**src/rtl/disp_ctrl_pkg.sv**
```systemverilog
// rtl/disp_ctrl_pkg.sv - shared resolution codes, active-line table and state encoding for disp_ctrl
package disp_ctrl_pkg;

    localparam int LINE_W = 11;

    localparam logic [1:0] RES_VGA  = 2'b00;
    localparam logic [1:0] RES_SVGA = 2'b01;
    localparam logic [1:0] RES_XGA  = 2'b10;
    localparam logic [1:0] RES_SXGA = 2'b11;

    // Active (fetched) lines per frame, shared with the sync generator timing set.
    localparam logic [LINE_W-1:0] VDO_VGA  = 11'd480;
    localparam logic [LINE_W-1:0] VDO_SVGA = 11'd600;
    localparam logic [LINE_W-1:0] VDO_XGA  = 11'd768;
    localparam logic [LINE_W-1:0] VDO_SXGA = 11'd1024;

    typedef enum logic [3:0] {
        S_OFF   = 4'b0001,
        S_RST   = 4'b0010,
        S_START = 4'b0100,
        S_RUN   = 4'b1000
    } disp_state_e;

    function automatic logic [LINE_W-1:0] vdo_lines(input logic [1:0] resol);
        logic [LINE_W-1:0] v;
        v = VDO_VGA;
        case (resol)
            RES_VGA:  v = VDO_VGA;
            RES_SVGA: v = VDO_SVGA;
            RES_XGA:  v = VDO_XGA;
            RES_SXGA: v = VDO_SXGA;
        endcase
        return v;
    endfunction

endpackage

```
**src/rtl/disp_fetch_sched.sv**
```systemverilog
// rtl/disp_fetch_sched.sv - sync edge detection, active-line counter and line-fetch req/ack scheduling
module disp_fetch_sched
    import disp_ctrl_pkg::*;
(
    input  logic              clk_i,
    input  logic              rst_n_i,
    input  logic              run_i,
    input  logic              clr_i,
    input  logic [1:0]        resol_i,
    input  logic              vsync_n_i,
    input  logic              pre_de_i,
    input  logic              ack_i,
    output logic              vs_fall_o,
    output logic              req_o,
    output logic [LINE_W-1:0] line_o,
    output logic              underrun_o
);

    logic              vs_d_q, de_d_q;
    logic              vs_fall_q, vs_rise_q, de_fall_q;
    logic              vs_fall, vs_rise, de_fall;
    logic [LINE_W-1:0] cnt_q, cnt_d;
    logic [LINE_W-1:0] line_q, line_d;
    logic              req_q, req_d;
    logic              under_q, under_d;
    logic              trig;
    logic [LINE_W-1:0] trig_line;
    logic [LINE_W-1:0] last_line;

    assign vs_fall   = vs_d_q & ~vsync_n_i;
    assign vs_rise   = ~vs_d_q & vsync_n_i;
    assign de_fall   = de_d_q & ~pre_de_i;
    assign last_line = vdo_lines(resol_i) - 11'd1;

    // Edge pulses are registered once more so triggers act two clocks after the input edge.
    always_comb begin
        trig      = 1'b0;
        trig_line = '0;
        if (vs_rise_q) begin
            trig      = 1'b1;
            trig_line = '0;
        end else if (de_fall_q && (cnt_q < last_line)) begin
            trig      = 1'b1;
            trig_line = cnt_q + 11'd1;
        end
    end

    always_comb begin
        req_d   = req_q;
        line_d  = line_q;
        cnt_d   = cnt_q;
        under_d = under_q;
        if (clr_i) begin
            under_d = 1'b0;
        end
        if (!run_i) begin
            req_d = 1'b0;
        end else if (trig) begin
            cnt_d = trig_line;
            if (!req_q || ack_i) begin
                req_d  = 1'b1;
                line_d = trig_line;
            end else begin
                under_d = 1'b1;
            end
        end else if (ack_i) begin
            req_d = 1'b0;
        end
    end

    always_ff @(posedge clk_i) begin
        if (!rst_n_i) begin
            vs_d_q    <= 1'b1;
            de_d_q    <= 1'b0;
            vs_fall_q <= 1'b0;
            vs_rise_q <= 1'b0;
            de_fall_q <= 1'b0;
            cnt_q     <= '0;
            line_q    <= '0;
            req_q     <= 1'b0;
            under_q   <= 1'b0;
        end else begin
            vs_d_q    <= vsync_n_i;
            de_d_q    <= pre_de_i;
            vs_fall_q <= vs_fall;
            vs_rise_q <= vs_rise;
            de_fall_q <= de_fall;
            cnt_q     <= cnt_d;
            line_q    <= line_d;
            req_q     <= req_d;
            under_q   <= under_d;
        end
    end

    assign vs_fall_o  = vs_fall_q;
    assign req_o      = req_q;
    assign line_o     = line_q;
    assign underrun_o = under_q;

endmodule

```
**src/rtl/disp_ctrl.sv**
```systemverilog
// rtl/disp_ctrl.sv - display sequencing controller: syncgen reset/start, frame-boundary resolution changes
module disp_ctrl
    import disp_ctrl_pkg::*;
#(
    parameter int RST_CYC = 4,
    parameter int FCNT_W  = 16
) (
    input  logic              DCLK,
    input  logic              DRST_X,
    input  logic              DISPON,
    input  logic [1:0]        RESOL_IN,
    input  logic              DSP_VSYNC_X,
    input  logic              DSP_preDE,
    input  logic              FETCH_ACK,
    output logic [1:0]        RESOL,
    output logic              SG_RST,
    output logic              VRSTART,
    output logic              FETCH_REQ,
    output logic [LINE_W-1:0] FETCH_LINE,
    output logic [FCNT_W-1:0] FRAME_CNT,
    output logic              UNDERRUN,
    output logic              BUSY
);

    disp_state_e       state_q, state_d;
    logic [3:0]        rcnt_q, rcnt_d;
    logic [1:0]        resol_q, resol_d;
    logic [FCNT_W-1:0] fcnt_q, fcnt_d;
    logic              sg_rst_q, vrstart_q;
    logic              enter_rst;
    logic              vs_fall;

    always_comb begin
        state_d   = state_q;
        rcnt_d    = rcnt_q;
        resol_d   = resol_q;
        fcnt_d    = fcnt_q;
        enter_rst = 1'b0;
        case (state_q)
            S_OFF: begin
                if (DISPON) begin
                    state_d   = S_RST;
                    enter_rst = 1'b1;
                end
            end
            S_RST: begin
                if (!DISPON) begin
                    state_d = S_OFF;
                end else if (rcnt_q == 4'd0) begin
                    state_d = S_START;
                end else begin
                    rcnt_d = rcnt_q - 4'd1;
                end
            end
            S_START: state_d = S_RUN;
            S_RUN: begin
                // Enable and resolution are only acted on at the frame boundary.
                if (vs_fall) begin
                    fcnt_d = fcnt_q + FCNT_W'(1);
                    if (!DISPON) begin
                        state_d = S_OFF;
                    end else if (RESOL_IN != resol_q) begin
                        state_d   = S_RST;
                        enter_rst = 1'b1;
                    end
                end
            end
            default: state_d = S_OFF;
        endcase
        if (enter_rst) begin
            resol_d = RESOL_IN;
            fcnt_d  = '0;
            rcnt_d  = 4'(RST_CYC - 1);
        end
    end

    // Syncgen controls are registered from the current state and trail it by one clock.
    always_ff @(posedge DCLK) begin
        if (!DRST_X) begin
            state_q   <= S_OFF;
            rcnt_q    <= '0;
            resol_q   <= RES_VGA;
            fcnt_q    <= '0;
            sg_rst_q  <= 1'b1;
            vrstart_q <= 1'b0;
        end else begin
            state_q   <= state_d;
            rcnt_q    <= rcnt_d;
            resol_q   <= resol_d;
            fcnt_q    <= fcnt_d;
            sg_rst_q  <= (state_q == S_OFF) || (state_q == S_RST);
            vrstart_q <= (state_q == S_START);
        end
    end

    disp_fetch_sched u_fetch (
        .clk_i      (DCLK),
        .rst_n_i    (DRST_X),
        .run_i      (state_q == S_RUN),
        .clr_i      (enter_rst),
        .resol_i    (resol_q),
        .vsync_n_i  (DSP_VSYNC_X),
        .pre_de_i   (DSP_preDE),
        .ack_i      (FETCH_ACK),
        .vs_fall_o  (vs_fall),
        .req_o      (FETCH_REQ),
        .line_o     (FETCH_LINE),
        .underrun_o (UNDERRUN)
    );

    assign RESOL     = resol_q;
    assign SG_RST    = sg_rst_q;
    assign VRSTART   = vrstart_q;
    assign FRAME_CNT = fcnt_q;
    assign BUSY      = (state_q != S_OFF);

endmodule

```
**config.mk**
```make
export PLATFORM = sky130hd
export DESIGN_NAME = disp_ctrl
export DESIGN_NICKNAME = d
export VERILOG_FILES = /design/src/rtl/disp_ctrl_pkg.sv /design/src/rtl/disp_fetch_sched.sv /design/src/rtl/disp_ctrl.sv
export SDC_FILE = /design/constraint.sdc
export NUM_CORES = 1
export LEC_CHECK = 0
export BUFFER_PORTS_ARGS = -buffer_cell sky130_fd_sc_hd__buf_2
export CORE_MARGIN = 2
export CORE_UTILIZATION = 35
export DETAILED_ROUTE_END_ITERATION = 8
export PLACE_DENSITY = 0.64
export SYNTH_ARGS = -nofsm -noshare
export SYNTH_HDL_FRONTEND = slang
export SYNTH_SLANG_ARGS = --single-unit
```
**constraint.sdc**
```tcl
create_clock -name DCLK -period 3.1 [get_ports DCLK]
set_input_delay 0.62 -clock DCLK [delete_from_list [all_inputs] [get_ports DCLK]]
set_output_delay 0.62 -clock DCLK [all_outputs]
set_load 0.05 [all_outputs]
```
==> results of run 1 <==
-- cells in the mapped netlist (2+ instances only) --
master / count / share of area
buf_6: 2 / 0.0076
xnor2_1: 21 / 0.062
nor2b_1: 4 / 0.0084
nand4b_1: 2 / 0.0059
nand3b_1: 2 / 0.0050
inv_1: 16 / 0.020
o21ai_0: 4 / 0.0067
nor2_1: 35 / 0.044
a22oi_1: 3 / 0.0076
nand3_1: 13 / 0.022
xor2_1: 10 / 0.029
nand4_1: 6 / 0.013
mux2i_1: 5 / 0.017
dfxtp_1: 57 / 0.38
nor3_1: 11 / 0.018
clkbuf_1: 8 / 0.010
a31o_2: 12 / 0.035
and3_1: 7 / 0.015
nand2_1: 20 / 0.025
a31oi_1: 5 / 0.011
and4_1: 3 / 0.0088
a211oi_1: 2 / 0.0050
buf_4: 2 / 0.0050
o22ai_1: 6 / 0.013
nor4_1: 16 / 0.034
nand2b_1: 4 / 0.0084
a21oi_1: 9 / 0.015
buf_2: 6 / 0.010
ha_1: 15 / 0.063
o31a_1: 2 / 0.0059
-- metrics by stage --
stage	worst slack, ns	instances	power (mW)	area (um2)
6_report	0.3844	476	1.952	3403
5_1_grt	0.1522	476	2.058	3403
4_1_cts	0.3573	476	1.978	3403
3_5_place_dp	0.3711	462	1.353	3234
3_3_place_gp	0.4977	462	1.343	3234
2_1_floorplan	0.3934	332	1.276	2977
-- power groups by stage --
| stage | Sequential (mW) | Combinational (mW) | Clock (mW) |
|---|---|---|---|
| after floorplan | 0.875 | 0.401 | 0 |
| after global routing | 0.885 | 0.514 | 0.659 |
| after global placement | 0.887 | 0.456 | 0 |
| final | 0.874 | 0.462 | 0.617 |
| after detailed placement | 0.890 | 0.463 | 0 |
| after CTS | 0.873 | 0.465 | 0.639 |
-- registers in the layout, indices dropped and copies added (netlist names) --
register / count
FRAME_CNT: 16
u_fetch.cnt_q: 11
u_fetch.line_o: 11
rcnt_q: 4
state_q: 4
RESOL: 2
SG_RST: 1
VRSTART: 1
u_fetch.de_d_q: 1
u_fetch.de_fall_q: 1
u_fetch.req_o: 1
u_fetch.underrun_o: 1
u_fetch.vs_d_q: 1
u_fetch.vs_fall_o: 1
u_fetch.vs_rise_q: 1
-- cells in the final DEF (no fill, tap or decap), types with 6 or more instances in the layout --
cell type / synthesis / routed
a21oi_1: 9 / 9
a31o_2: 12 / 12
and3_1: 7 / 7
buf_2: 6 / 41
clkbuf_8: 0 / 11
dfxtp_1: 57 / 57
ha_1: 15 / 15
inv_1: 16 / 16
nand2_1: 20 / 20
nand3_1: 13 / 13
nand4_1: 6 / 6
nor2_1: 35 / 35
nor3_1: 11 / 11
nor4_1: 16 / 16
o22ai_1: 6 / 6
xnor2_1: 21 / 21
xor2_1: 10 / 10
-- per-layer routing --
metal,vias up,track usage
li1,1258,-
met3,14,0.04385
met5,-,0
met4,0,0.08333
met2,77,0.2483
met1,1149,0.1997
-- cell families (layout without fill, tap and decap cells) --
group / Yosys count / count (layout) / share of synthesized area
other cells: 1 / 1 / 0.001260
flops: 57 / 57 / 0.3834
fa+ha+maj: 15 / 15 / 0.06305
buf+inv: 35 / 74 / 0.05422
compound gates: 55 / 55 / 0.1429
xor+xnor: 31 / 31 / 0.09121
simple gates: 133 / 133 / 0.2472
mux: 5 / 5 / 0.01681
-- worst max path at each step --
stage / start / end / slack (ns) / cells past startpoint
floorplan: RESOL[1] / u_fetch.line_o[0] / 0.39 / 9
global placement: RESOL[0] / u_fetch.line_o[0] / 0.50 / 8
detailed placement: RESOL[0] / u_fetch.line_o[7] / 0.37 / 8
CTS: RESOL[0] / u_fetch.line_o[3] / 0.36 / 8
global route: RESOL[1] / u_fetch.underrun_o / 0.15 / 8
finish: RESOL[0] / u_fetch.line_o[3] / 0.38 / 8
-- critical path: cells and delay by family (launching register included) --
family	cells	cell delay (ns)
flip-flops	1	0.46
AO/OA/AOI/OAI	5	1.44
adder cells (fa/ha/maj)	2	0.61
buffers and inverters	1	0.10
-- layout make-up --
type | count | area [um2] | share of cell area
multi-input combinational | 240 | 1674 | 0.4919
sequential | 57 | 1141 | 0.3353
timing repair buffer | 44 | 227.7 | 0.06691
clock buffer | 11 | 151.4 | 0.04449
tap | 105 | 131.4 | 0.03860
inverter | 16 | 60.06 | 0.01765
clock inverter | 3 | 17.52 | 0.005147
==> run_results.csv, run 1 <==
group,metric,value,unit
power,combPwrFrac,0.236,
route,drt-pass1-iter-count,4,
hold_path,min_path_cells,2,
yosys,ys.flop_type,"dfxtp_1",
clock_tree,tritoncts,"yes",
route,vias,2498,
grt,antenna_found_initial,0,
sta,finalHoldViolations,0,
yosys,seq_area_frac_synth,0.3834,
route,routed-wl-met2,3093,um
sta,finalCritPeriodShare,0.8760,
clock_tree,hold_buffers,0,
placed_design,gp_congestion,0.8482,
route,routed_wl,6773,um
critical_path,crit_path_top_delay_cell,"dfxtp_1",
finish,area_growth,14.33,%
clock_tree,cts_resized,0,
yosys,syn_avg_cell_area,8.966,um2
critical_path,r2r_cells,8,
sta,fin_hold_ws,0.4280,ns
route,met1Wirelength,3118,um
clock_tree,cts.path.max_buffers,2,
sta,setup-tns-final,0,ns
route,drt_iter0_drc,91,
clock_tree,cts_root_buf,"clkbuf_8",
critical_path,worstSetupStartpointType,"flop",
critical_path,r2r_slack,0.38,ns
power,switching_share,0.3467,
power,p_sw,676.9,uW
run,cap_violations,0,
hold_path,hold_start,"u_fetch.de_d_q",
grt,grt_overflow,0,
power,pwr-share-seq,0.448,
route,met3_length,426,um
route,top_layer,"met4",
finish,final_core_util,0.4142,
power,intPower,1.276,mW
critical_path,required,3.33,ns
route,wl_per_cell,14.23,um
floorplan,dieArea,9258,um2
yosys,synth_cells,332,
finish,nets,391,
clock_tree,post-cts-setup-buffer-count,0,
floorplan,start_util,0.3623,
status,outcome,"completed",
yosys,yosysWarnings,0,
placed_design,dpl.hpwl,4924,um
hold_path,min_to,"u_fetch.de_fall_q",
sta,setup_violations,0,
critical_path,crit_chain,"inv_1 -> ha_1 -> ha_1 -> a211oi_1 -> o211a_1 -> o21ai_1 -> a21o_1 -> a31o_2",
power,vdd_drop_max,0.2193,mV
clock_tree,cts_buffers,9,
sta,period_minus_slack,2.716,ns
power,clockPowerShare,0.316,
clock_tree,cts.sinks,57,
critical_path,worstPathArrival,2.95,ns
clock_tree,worstSkewPairLatency,0.34,ns
sta,drv_slew,0,
power,p_leak,1.374,nW
hold_path,hold_path_class,"reg2reg",
finish,layout-drive-gt1-share,0.2156,
floorplan,core_region_area,8217,um2
floorplan,die_h,96.22,um
yosys,synthesis.area,2977,um2
finish,n_fill_cell,830,
critical_path,reg2reg_from,"RESOL[0]",
placed_design,io_buffers,41,
grt,grt_max_degree,20,
yosys,async_flop_share,0,
floorplan,pin_count,42,
sta,fmax,368.2,MHz
critical_path,cpPeakStageDelay,0.46,ns
sta,worst_pin_slew,0.8078,ns
critical_path,worst-setup-path-type,"reg2reg",
sta,slew_headroom,0.4578,
yosys,synth.distinct_cells,54,
power,p_per_area,573.7,nW/um2
yosys,synth-edff-count,0,
critical_path,reg2reg_to,"u_fetch.line_o[3]",
sta,clock-skew-final,0.007178,ns
finish,diodes,0,
critical_path,cp-end-kind,"flop",
route,postRouteAntennaNets,0,
floorplan,die_x,96.22,um
grt,track_usage,0.1593,
route,avgViaCountPerCell,5.248,
sta,rsz0062_at_grt,"no",
yosys,ys_seq_elements,57,
clock_tree,htreeDepth,3,
critical_path,crit_fanout,13,
grt,grt_pass1_vias,2327,
yosys,syn_nets,355,
clock_tree,path_clk_slew,0.06,ns
grt,grt_pass1_wl,11230,um
critical_path,crit_top_cell,"ha_1",
route,drc,0,
floorplan,rows,33,
No activity file was read; power rests on OpenSTA's default activity.
==> inputs of run 2 (changes only) <==
- CORE_UTILIZATION: 35 -> 57
- PLACE_DENSITY: 0.64 -> 0.9
- SETUP_SLACK_MARGIN: default -> 0.5
==> run 2 against run 1 <==
Against the previous run:
- clock skew is 0.0031 ns lower
- die area is 37% lower
- register-to-register slack better by 0.25 ns
- first-iteration DRC count is 84% higher
- combinational power is 3% higher
- final cell count is 7.4% lower
- design area is 0.15% lower
- sequential cell count stayed put
- critical path type unchanged
- largest cell class unchanged
- highest routed layer unchanged
==> run_results.csv, run 2 (synthesis results as in run 1) <==
group,metric,value,unit
finish,diodes,0,
placed_design,gp_congestion,0.9270,
clock_tree,cts.sinks,57,
sta,setup-tns-final,0,ns
clock_tree,cts.path.max_buffers,2,
power,p_leak,1.380,nW
critical_path,worstSetupStartpointType,"flop",
critical_path,reg2reg_to,"u_fetch.line_o[2]",
floorplan,pin_count,42,
critical_path,r2r_slack,0.64,ns
clock_tree,cts_root_buf,"clkbuf_8",
floorplan,dieArea,5816,um2
status,outcome,"completed",
route,vias,2623,
clock_tree,htreeDepth,3,
hold_path,hold_start,"u_fetch.de_d_q",
placed_design,io_buffers,41,
floorplan,die_h,76.27,um
hold_path,hold_path_class,"reg2reg",
run,cap_violations,0,
route,drc,0,
power,vdd_drop_max,0.3268,mV
finish,largest_reg_flops,16,
floorplan,core_region_area,5075,um2
route,postRouteAntennaNets,0,
sta,finalCritPeriodShare,0.7940,
finish,layout-drive-gt1-share,0.2237,
sta,fmax,406.2,MHz
grt,grt_max_degree,21,
route,drt-pass1-iter-count,5,
route,avgViaCountPerCell,5.948,
finish,nets,389,
critical_path,cp-end-kind,"flop",
finish,n_fill_cell,416,
sta,period_minus_slack,2.462,ns
route,wl_per_cell,15.35,um
sta,clock-skew-final,0.004034,ns
power,p_per_area,597.7,nW/um2
sta,worst_pin_slew,0.6411,ns
grt,grt_pass1_vias,2401,
sta,finalHoldViolations,0,
placed_design,place_inst,425,
critical_path,required,3.33,ns
critical_path,worstPathArrival,2.69,ns
finish,area_growth,14.17,%
sta,drv_slew,0,
sta,rsz0062_at_grt,"yes",
grt,antenna_found_initial,0,
grt,grt_pass1_wl,11270,um
floorplan,die_x,76.27,um
critical_path,reg2reg_from,"RESOL[1]",
grt,grt_overflow,0,
finish,final_cell_mix,"dfxtp_1, buf_2, nor2_1, xnor2_1, nand2_1",
clock_tree,worstSkewPairLatency,0.34,ns
critical_path,r2r_cells,8,
clock_tree,post-cts-setup-buffer-count,0,
floorplan,start_util,0.5865,
clock_tree,cts_buffers,9,
finish,layout_commonest_cell,"dfxtp_1",
critical_path,startpoint,"RESOL[1]",
hold_path,min_to,"u_fetch.de_fall_q",
sta,slew_headroom,0.5708,
finish,fin_cells,441,
clock_tree,tritoncts,"yes",
hold_path,min_path_cells,2,
placed_design,dpl.hpwl,4642,um
floorplan,rows,26,
critical_path,worst-setup-path-type,"reg2reg",
clock_tree,path_clk_slew,0.06,ns
critical_path,crit_fanout,13,
sta,setup_violations,0,
route,drt_iter0_drc,167,
route,routed_wl,6771,um
grt,track_usage,0.2425,
-- run 2: cell types whose count changed in the layout (fill, tap and decap cells not counted), moves of 2 or more --
cell and delta:
buf_4 -2, clkbuf_1 +3, dfxtp_1 -2, dfxtp_2 +2
-- run 2: worst max path at each step --
stage                                   end  slack [ns]  depth (start not counted)
after global routing       u_fetch.cnt_q[6]        0.50                          8
after CTS                  u_fetch.cnt_q[8]        0.55                          8
after detailed placement  u_fetch.line_o[2]        0.50                          8
after floorplan           u_fetch.line_o[0]        0.63                          9
after global placement    u_fetch.line_o[9]        0.59                          8
final                     u_fetch.line_o[2]        0.64                          8
-- run 2: area by class of cell --
| type | count | area, um2 | share of cell area |
|---|---|---|---|
| clock inverters | 3 | 40.04 | 0.01178 |
| clock buffers | 13 | 148.9 | 0.04381 |
| inverters | 16 | 60.06 | 0.01767 |
| repair buffers | 42 | 212.7 | 0.06259 |
| multi-input cells | 240 | 1705 | 0.5018 |
| flip-flops and latches | 57 | 1144 | 0.3365 |
| well taps | 70 | 87.58 | 0.02577 |
-- run 2: repair_timing --
action | CTS | global route
resized for setup | 1 | 5
hold buffers | 0 | 0
cloned | 0 | 0
setup endpoints to repair | 14 | 21
-- run 2: stage by stage --
step	hold slack [ns]	power (mW)	worst slack, ns	cell area, um2	util
after floorplan	0.4045	1.277	0.6325	2979	-
after global placement	0.4141	1.327	0.5879	3178	0.6262
after detailed placement	0.4165	1.351	0.4951	3178	0.6262
after CTS	0.4276	2.024	0.5496	3371	0.6642
after global routing	0.4463	2.126	0.4974	3398	0.6696
final	0.4262	2.031	0.6385	3398	0.6696
-- run 2: power breakdown --
group	switching (mW)	internal, mW
logic	0.306	0.173
clock network	0.286	0.391
registers	0.0906	0.785
total	0.682	1.35
-- run 2: layer usage --
layer  wire, um  track usage  vias up
met5          0            0        -
met4        221       0.1473        0
met3        398      0.05569       18
met2       3200       0.3973      101
met1       2951       0.2887     1249
li1           -            -     1255
-- run 2: worst max-delay path, stage by stage, from the launching register on --
cell and delay (ns):
dfxtp_2 0.38, inv_1 0.10, ha_1 0.30, ha_1 0.32, a211oi_1 0.25, o211a_1 0.28, o21ai_4 0.15, a21o_2 0.32
a31o_2 0.26
==> inputs of run 3 (changes only) <==
- CORE_UTILIZATION: 57 -> 51
- PLACE_DENSITY: 0.9 -> 0.86
- clock period: 3.1 -> 2.1 ns (I/O delays scaled with it)
==> run 3 against run 2 <==
Against the previous run:
- the run now ends with negative setup slack left
- clock skew is 0.0031 ns higher
- die area is 11% higher
- non-clock buffer count rose by 47
- global-route usage is 2.4 points higher
- total power increased by 74%
- clock power increased by 44%
- final cell count increased by 12%
- sequential share of layout area fell by 5.8 points
- utilization is 7.9 points higher
- first-iteration DRC count increased by 37%
- critical path type unchanged
- largest power group is now combinational cells
==> run_results.csv, run 3 (synthesis results as in run 1) <==
group,metric,value,unit
status,outcome,"complete, but fails checks",
status,failed_checks,"negative setup slack",
clock_tree,path_clk_slew,0.07,ns
placed_design,dpl_worst_slack,-0.1244,ns
clock_tree,cts.path.max_buffers,2,
floorplan,dieArea,6463,um2
run,cap_violations,0,
power,p_leak,1.663,nW
finish,layout_commonest_cell,"dfxtp_1",
finish,final_core_util,0.7486,
route,avgViaCountPerCell,5.935,
sta,drv_slew,0,
placed_design,place_inst,451,
grt,grt_most_used_layer,"met2",
finish,layout-drive-gt1-share,0.4405,
critical_path,required,2.35,ns
route,drc,0,
sta,worst_pin_slew,0.7056,ns
route,drt-pass1-iter-count,5,
clock_tree,cts_buffers,9,
clock_tree,cts_root_buf,"clkbuf_8",
floorplan,die_x,80.40,um
floorplan,core_region_area,5574,um2
placed_design,dpl.hpwl,4923,um
route,routed_wl,8595,um
finish,nets,438,
power,vdd_drop_max,0.5521,mV
sta,setup_violations,11,
route,wl_per_cell,17.47,um
placed_design,gp_congestion,0.8820,
clock_tree,hold_buffers,0,
critical_path,worstSetupStartpointType,"flop",
sta,finalCritPeriodShare,1.015,
critical_path,worstPathArrival,2.38,ns
sta,slew_headroom,0.5296,
clock_tree,htreeDepth,3,
route,vias,2920,
sta,clock-skew-final,0.007138,ns
finish,largest_reg_flops,16,
floorplan,die_h,80.40,um
sta,finalHoldViolations,0,
clock_tree,cts.sinks,57,
sta,setup_ws,-0.03108,ns
floorplan,start_util,0.5340,
critical_path,worst-setup-path-type,"reg2reg",
sta,rsz0062_at_grt,"yes",
route,postRouteAntennaNets,0,
hold_path,hold_path_class,"in2reg",
placed_design,io_buffers,41,
critical_path,crit_fanout,11,
power,p_per_area,845.9,nW/um2
critical_path,cp-end-kind,"flop",
clock_tree,tritoncts,"yes",
finish,area_growth,40.18,%
floorplan,pin_count,42,
finish,diodes,0,
clock_tree,worstSkewPairLatency,0.36,ns
grt,use_met3,0.07865,
grt,use_met1,0.3014,
grt,track_usage,0.2661,
grt,grt_max_degree,32,
grt,antenna_found_initial,0,
finish,final_cell_mix,"dfxtp_1, buf_2, buf_4, nor2_1, xnor2_1",
route,drt_iter0_drc,228,
sta,fin_hold_ws,0.2279,ns
sta,fmax,469.2,MHz
finish,fin_cells,492,
grt,grt_pass1_vias,2819,
grt,grtUsageMet2,0.4633,
floorplan,rows,27,
sta,period_minus_slack,2.131,ns
grt,grt_pass1_wl,13000,um
grt,grt_overflow,0,
==> run 3: critical path: stages, from the launching register on <==
cell      delay [ns]
dfxtp_4         0.38
inv_6           0.05
ha_4            0.16
ha_4            0.15
a31o_4          0.22
a221oi_4        0.38
o21ai_4         0.15
a21o_4          0.27
a31o_2          0.25
==> run 3: timing repair <==
item | 4_1_cts | 5_1_grt
setup endpoints to repair | 50 | 49
resized for setup | 53 | 24
pin swaps | 17 | 21
buffers inserted | 17 | 5
gates cloned | 3 | 0
==> run 3: cell type report <==
class | count | area (um2)
Timing Repair Buffer | 89 | 636.9
Fill cell | 338 | 1401
Tap cell | 72 | 90.09
Clock inverter | 6 | 42.54
Inverter | 16 | 72.57
Clock buffer | 10 | 137.6
Multi-Input combinational cell | 242 | 2032
Sequential cell | 57 | 1161
==> run 3: layer usage <==
layer,vias up,share of wire
met2,118,0.52
met4,0,0.021
met3,22,0.055
met1,1418,0.41
met5,-,0
li1,1362,-
==> run 3: final timing paths <==
check,end,cells after the start,slack (ns),startpoint
worst max-delay path,u_fetch.line_o[3],8,-0.03,RESOL[1]
worst min-delay path,u_fetch.de_fall_q,2,0.23,DSP_preDE
worst max register to register,u_fetch.line_o[3],8,-0.03,RESOL[1]
worst min register to register,u_fetch.de_fall_q,2,0.43,u_fetch.de_d_q
==> run 3: power by group <==
part	switching, mW	leakage (nW)	internal (mW)	total (mW)
combinational	0.711	1.11	0.591	1.30
clock	0.515	0.0887	0.461	0.976
sequential	0.0861	0.468	1.17	1.25
==> run 3: metrics by stage <==
step | cell area [um2] | power (mW) | TNS [ns]
4_1_cts | 4035 | 3.400 | -0.1305
5_1_grt | 4173 | 3.663 | -1.649
3_5_place_dp | 3485 | 2.166 | -1.209
6_report | 4173 | 3.530 | -0.2940
3_3_place_gp | 3485 | 2.132 | -0.1350
2_1_floorplan | 3123 | 1.974 | -0.6001
